--- config.mk ---
export PLATFORM = sky130hd
export DESIGN_NAME = mux_rr_arb
export DESIGN_NICKNAME = d
export VERILOG_FILES = /design/src/rtl/mux_rr_arb.sv
export SDC_FILE = /design/constraint.sdc
export NUM_CORES = 1
export LEC_CHECK = 0
export ABC_AREA = 1
export ABC_CLOCK_PERIOD_IN_PS = 3190
export CAP_MARGIN = 20
export CELL_PAD_IN_SITES_DETAIL_PLACEMENT = 0
export CELL_PAD_IN_SITES_GLOBAL_PLACEMENT = 1
export CORE_UTILIZATION = 24
export CTS_BUF_LIST = sky130_fd_sc_hd__clkbuf_8 sky130_fd_sc_hd__clkbuf_16
export DETAILED_ROUTE_END_ITERATION = 7
export PLACE_DENSITY_LB_ADDON = 0.25
export SLEW_MARGIN = 40
export SYNTH_ARGS = -nofsm -noshare
export SYNTH_HDL_FRONTEND = slang
export SYNTH_SLANG_ARGS = --single-unit
export TNS_END_PERCENT = 1
--- constraint.sdc ---
create_clock -name clk -period 3.19 [get_ports clk]
set_input_delay 0.4785 -clock clk [delete_from_list [all_inputs] [get_ports clk]]
set_output_delay 0.4785 -clock clk [all_outputs]
set_load 0.01 [all_outputs]
--- src/rtl/mux_rr_arb.sv ---
// rtl/mux_rr_arb.sv - N-input registered mux with round-robin or fixed-priority arbitration
// One-entry output register; src_ready is a single combinational grant gated by load.
module mux_rr_arb #(
  parameter int WIDTH = 32,
  parameter int N     = 4,
  localparam int SELW = (N > 1) ? $clog2(N) : 1
) (
  input  logic               clk,
  input  logic               rst_n,
  input  logic [N*WIDTH-1:0] src,
  input  logic [N-1:0]       src_valid,
  output logic [N-1:0]       src_ready,
  input  logic               mode,
  output logic [WIDTH-1:0]   z,
  output logic [SELW-1:0]    z_sel,
  output logic               z_valid,
  input  logic               z_ready
);

  logic [WIDTH-1:0] z_q, z_d;
  logic [SELW-1:0]  z_sel_q, z_sel_d;
  logic             z_valid_q, z_valid_d;
  logic [SELW-1:0]  last_q, last_d;

  logic             load;
  logic             grant;
  logic             grant_found;
  logic [SELW-1:0]  grant_idx;
  logic [SELW-1:0]  cand_idx;
  int               cand;

  assign load = !z_valid_q || z_ready;

  // Fixed priority scans 0..N-1; round-robin scans last+1 .. last+N modulo N.
  always_comb begin
    grant_found = 1'b0;
    grant_idx   = '0;
    cand        = 0;
    cand_idx    = '0;
    for (int k = 0; k < N; k++) begin
      cand     = mode ? ((int'(last_q) + 1 + k) % N) : k;
      cand_idx = cand[SELW-1:0];
      if (!grant_found && src_valid[cand_idx]) begin
        grant_found = 1'b1;
        grant_idx   = cand_idx;
      end
    end
  end

  assign grant = rst_n && load && grant_found;

  always_comb begin
    src_ready = '0;
    if (grant) begin
      src_ready[grant_idx] = 1'b1;
    end
  end

  always_comb begin
    z_d       = z_q;
    z_sel_d   = z_sel_q;
    z_valid_d = z_valid_q;
    last_d    = last_q;
    if (grant) begin
      for (int i = 0; i < N; i++) begin
        if (grant_idx == i[SELW-1:0]) begin
          z_d = src[i*WIDTH +: WIDTH];
        end
      end
      z_sel_d   = grant_idx;
      z_valid_d = 1'b1;
      last_d    = grant_idx;
    end else if (load) begin
      z_valid_d = 1'b0;
    end
  end

  always_ff @(posedge clk or negedge rst_n) begin
    if (!rst_n) begin
      z_q       <= '0;
      z_sel_q   <= '0;
      z_valid_q <= 1'b0;
      last_q    <= SELW'(N - 1);
    end else begin
      z_q       <= z_d;
      z_sel_q   <= z_sel_d;
      z_valid_q <= z_valid_d;
      last_q    <= last_d;
    end
  end

  assign z       = z_q;
  assign z_sel   = z_sel_q;
  assign z_valid = z_valid_q;

endmodule

### Word level (Yosys, flattened, before mapping)

Cells that the tools add are included.

| storage, ports and cells | value |
|---|---|
| flip-flop bits (word level) | 37 |
| bits of input ports | 136 |
| output and inout port bits | 39 |
| word-level logic and storage cells | 61 |

| operators by class | value |
|---|---|
| add/subtract/negate cells | 4 |
| order comparisons | 6 |
| equal/unequal tests | 3 |
| muxes and demuxes | 29 |
| reductions and logical operators | 15 |

Operators by type and width:

| cell | number |
|---|---|
| 32-bit 2-to-1 mux | 4 |
| 2-bit 2-to-1 mux | 8 |
| 2-bit by 3-bit less-than comparator with 1-bit output, second input constant | 5 |
| 1-bit 2-to-1 mux | 11 |
| 1-bit binary-select mux with 2-bit select | 4 |
| 1-bit logical AND | 6 |
| 2-bit by 1-bit adder with 2-bit output, second input constant | 2 |
| 2-bit adder, second input constant | 2 |
| 2-bit equality test, second input constant | 2 |
| 1-bit zero test | 4 |
| 4-bit 2-to-1 mux | 1 |
| 4-bit nonzero test | 1 |
| 1-bit demux with 2-bit select | 1 |
| 2-bit by 1-bit equality test with 1-bit output, second input constant | 1 |
| 2-bit by 1-bit greater-or-equal comparator with 1-bit output, second input constant | 1 |
| 2-bit zero test | 1 |
| 2-bit AND reduction | 1 |
| 2-bit nonzero test | 1 |
| 1-bit logical OR | 1 |

### Longest topological paths before layout

| logic depth | value |
|---|---|
| depth after elaboration | 19 |
| mapped depth | 22 |
| gate-level depth less buffers | 20 |

### Worst setup path after synthesis

Ideal clock, no wire load.

| timing | value |
|---|---|
| path kind | register to output |
| start point | reg last_q[0] |
| end point | out src_ready[2] |
| data arrival time | 2261 ps |
| required time | 2711 ps |
| slack | 450 ps |
| cell stages (with the launch flop) | 16 |
| path buffers | 2 |
| cell sequence | dfstp_2 > inv_2 > nand2_4 > nand2_2 > nand2_2 > nand2_1 > nand2_2 > nand3_4 > or2_1 > nand2_1 > inv_1 > ha_1 > inv_1 > clkbuf_1 > buf_1 > nor2_1 |

| between the ends | value |
|---|---|
| cells in the longest elaborated chain, start to end | 19 |

Ends and longest elaborated chain:

| element | RTL line | text |
|---|---|---|
| start, declared | 23 | `logic [SELW-1:0] last_q, last_d;` |
| start signal, assigned | 83 | `last_q <= SELW'(N - 1);` |
| start signal, assigned | 88 | `last_q <= last_d;` |
| 2-bit by 1-bit adder with 2-bit output (*) | 41 | `cand = mode ? ((int'(last_q) + 1 + k) % N) : k;` |
| parallel branches: the longest is 12 deep, another holds 2-bit by 1-bit adder with 2-bit output | - |  |
| 2-bit 2-to-1 mux (*) | 43 | `if (!grant_found && src_valid[cand_idx]) begin` |
| named net grant_idx[1] | 28 | `logic [SELW-1:0] grant_idx;` |
| 2-bit by 3-bit less-than comparator with 1-bit output (not written as such) / 2-bit by 1-bit greater-or-equal comparator with 1-bit output (equally long branches) | 55 | `src_ready[grant_idx] = 1'b1;` |
| 1-bit logical AND (not written as such) | 55 |  |
| 1-bit 2-to-1 mux (not written as such) | 55 |  |
| 1-bit demux with 2-bit select (*) | 55 |  |
| 4-bit 2-to-1 mux (*) | 54 | `if (grant) begin` |
| end, declared | 12 | `output logic [N-1:0] src_ready,` |

Mark *: on every way through the listed nets, which the timed path passes. The select of a mux whose other input is x is not followed.

### Final worst setup path

| timing | value |
|---|---|
| start point | in mode |
| end point | reg z_q[21], in the netlist z[21] |

| between the ends | value |
|---|---|
| cells in the longest elaborated chain, start to end | 17 |

Ends and longest elaborated chain:

| element | RTL line | text |
|---|---|---|
| start, declared | 13 | `input logic mode,` |
| 2-bit 2-to-1 mux | 41 |  |
| 1-bit binary-select mux with 2-bit select | 43 |  |
| 1-bit 2-to-1 mux (not written as such) | 43 |  |
| 1-bit 2-to-1 mux | 43 |  |
| 1-bit zero test | 43 |  |
| 1-bit logical AND | 43 |  |
| 1-bit 2-to-1 mux | 43 |  |
| 1-bit zero test | 43 |  |
| 1-bit logical AND | 43 |  |
| 1-bit 2-to-1 mux | 43 |  |
| 1-bit zero test | 43 |  |
| 1-bit logical AND | 43 |  |
| 2-bit 2-to-1 mux (*) | 43 |  |
| named net grant_idx[0] | 28 |  |
| 2-bit by 1-bit equality test with 1-bit output | 66 | `if (grant_idx == i[SELW-1:0]) begin` |
| 32-bit 2-to-1 mux (3 in series) | 66 |  |
| end signal, assigned | 85 | `z_q <= z_d;` |
| end, declared | 20 | `logic [WIDTH-1:0] z_q, z_d;` |

Mark *: on every way through the listed nets, which the timed path passes. The rest lies on a longest branch. The select of a mux whose other input is x is not followed.
A chain may end at the register's enable or synchronous reset.

==> impl_results.md <==
* Fmax at 0.331 GHz
* Post-CTS Setup Bufs at 0
* Worst path slowest cell: clkdlybuf4s50_1
* Final setup violation count at 0
* Nets@finish at 758
* Hold Buf Count CTS at 0
* CP Cell Sequence: clkdlybuf4s50_1 > buf_6 > nand2_4 > nand2_2 > nand2_1 > nand2_1 > nand2_2 > inv_1 > nor2_1 > nor2_1 > nand2_1 > nand2_1 > inv_1 > ha_1 > inv_1 > buf_6 > nand2_1 > nand3_1 > o21ai_0 > buf_4 > o21ai_0 > nand2_1 > nand2_1
* CTS sink count at 37
* Placed cell areas at 4690 sq um
* Die Y at 110 microns
* CP peak stage delay at 470 ps
* CTS tree: done
* Initial core utilization at 24.5%
* H-tree depth at 2
* Slew Limit Fails at 0
* Final Hold Vio Count at 0
* Startpoint Class: input port
* Area Overhead vs Synth at 75.9%
* Synthesized area at 2790 sq um
* Arrival @ worst endpoint at 3240 ps
* Post-route insts no fill at 762
* CP required at 3410 ps
* VDD IR-drop max at 0.357 mV
* Root Driver: clkbuf_16
* Die ar. at 12,100 sq um
* Clock transition at path regs at 50 ps
* Synth warn at 0
* Flops & latches, synth at 37
* Grt ovf at 0
* Final Instance Area at 4910 sq um
* Core Box Area at 11,400 sq um
* CP endpoint kind: flop
* Clock Skews at 3.03 ps
* Mapped Cells at 448
* Yosys cell types at 23
* Tcrit/Tclk final at 94.8%
* Sequential fraction of the synthesis area at 33.3%
* Num CTS Buffers at 5
* Antenna Violating Nets Remaining at 0
* First-pass GRT wire length at 15,000 microns
* Crit Path Category: in -> reg
* Die Width at 110 microns
* Most used cell, CP: nand2_1
* Number of antenna violations at the first check in global routing at 0
* Min Clock Period, post-route at 3030 ps
* Maximum clock path buffer count at 2
* Critical path peak fanout at 20
* Syn Nets at 588
* Clock Latency Late Sink at 270 ps
* All-Layer GR Usage at 16.3%
* Power Dens Cells at 824 nW/um^2
* WL per Instance at 13.0 microns
* Post-synth top area cell: dfrtp_1
* Placed instance count at 753
* Total Routed Length at 9870 microns
* Vias in the first global route at 2,955
* Largest net degree at the start of global routing at 65
* Min-delay worst type: in -> async
* Share of cells above drive strength 1 at 8.56%
* Pleak at 2.27 nW
* Top cells by area, synth: dfrtp_1 31%, nand2_1 30%, o21ai_0 12%
* Total negative setup slack at 0 ps
* Via Count at 3,304
* Routability cong. at 0.806
* Starting DRT DRC Count at 145
* Residual DRC count at 0
* DP HPWL at 7960 microns
* Placement Rows at 39
* Port Buffers at 174
* Yosys top cell area share at 31.4%
* Io pins at 175
* Max-slew headroom at 68.9%
* Drt pass-1 iters at 7
* N_diodes at 0
* Post-layout util at 43.2%
* Tightest Pin Transition at 466 ps
* Mapped Avg Cell Area at 6.23 sq um
* MaxCap Viol Count at 0
* RSZ-0062 raised after global routing: true
* Status: complete, no violations
* Via/cell ratio at 4.34
-- path summary, 6_finish.rpt --
check	slack, ps	to	cells after the start	from
max	160	z[21]	23	mode
min	250	z[19]	2	rst_n
max reg2reg	310	z[21]	21	last_q[0]
min reg2reg	480	z[5]	2	z[5]
max in group asynchronous	2580	last_q[1]	2	rst_n
min in group clk	480	z[5]	2	z[5]
-- cells in the final DEF (no fill, tap or decap), drive strengths merged --
cell	count
a21oi	1
buf	19
bufinv	1
clkbuf	9
clkdlybuf4s50	169
clkinv	1
dfrtp	35
dfstp	2
dlygate4sd2	1
ha	4
inv	18
nand2	232
nand3	47
nand4	1
nor2	12
o21ai	65
o21bai	1
or2	1
-- per-stage QoR --
step	setup WS [ps]	hold WS, ps	total power [mW]
2_1_floorplan	450	183	2.28
3_5_place_dp	-345	468	3.47
3_3_place_gp	-311	462	3.45
6_report	165	251	4.05
5_1_grt	-52.4	299	4.44
4_1_cts	66.5	278	4.04
-- timing repair --
action                                  4_1_cts  5_1_grt
resized for setup                             5       16
endpoints found under the hold margin         0        0
endpoints found under the setup margin        5       36
pin swaps                                     0        1
-- metal layers --
layer  global-route usage [%]  vias up  wire length (microns)
met5                        0        -                      0
met4                     3.43        0                     75
met2                     25.4      120                   4560
met3                     3.02        6                    680
met1                     23.1     1417                   4550
li1                         -     1761                      -
-- cells in the mapped netlist --
cell,number
nand2_1,220
o21ai_0,65
nand3_1,45
dfrtp_1,35
clkbuf_1,16
inv_1,16
nand2_2,11
nor2_1,10
buf_6,8
buf_1,5
ha_1,4
dfstp_2,2
a21oi_1,1
clkinv_1,1
inv_2,1
nand2_4,1
nand3_2,1
nand3_4,1
nand4_1,1
nor2_2,1
nor2_4,1
o21bai_4,1
or2_1,1
-- state kept, by name, summed over array words and instances, names as in the netlist --
signal / cells
z_sel: 2
z: 32
last_q: 2
z_valid: 1
-- power breakdown --
| group | switching [mW] | leakage (nW) | internal [mW] | total (mW) |
|---|---|---|---|---|
| combinational | 1.44 | 1.73 | 1.20 | 2.64 |
| clock | 0.177 | 0.0883 | 0.387 | 0.564 |
| sequential | 0.142 | 0.454 | 0.700 | 0.842 |
-- cell families (layout without fill, tap and decap cells) --
logic type,count (synthesis),after routing,share of synthesized area [%]
DFF,37,37,33.3
and+or+nand+nor,293,293,43.9
adders and majority gates,4,4,1.79
buffers and inverters,47,218,8.48
AOI/OAI and AO/OA,67,67,12.5
-- worst max-delay path, delay by kind of cell --
family                     cells  cell delay (ps)
buffers and inverters          7             1220
and+or+nand+nor               13              950
AOI/OAI and AO/OA              2              350
adders and majority gates      1              230
-- area by class of cell --
cell class                 count  area (sq um)
fill                        1206          6460
clock buffer                   6           139
clock inverter                 2          33.8
tap                          143           179
timing repair buffer         192          1920
sequential                    37           928
multi-input combinational    364          1640
inverter                      18          67.6
Note: power is estimated with default switching activity, not from simulation.
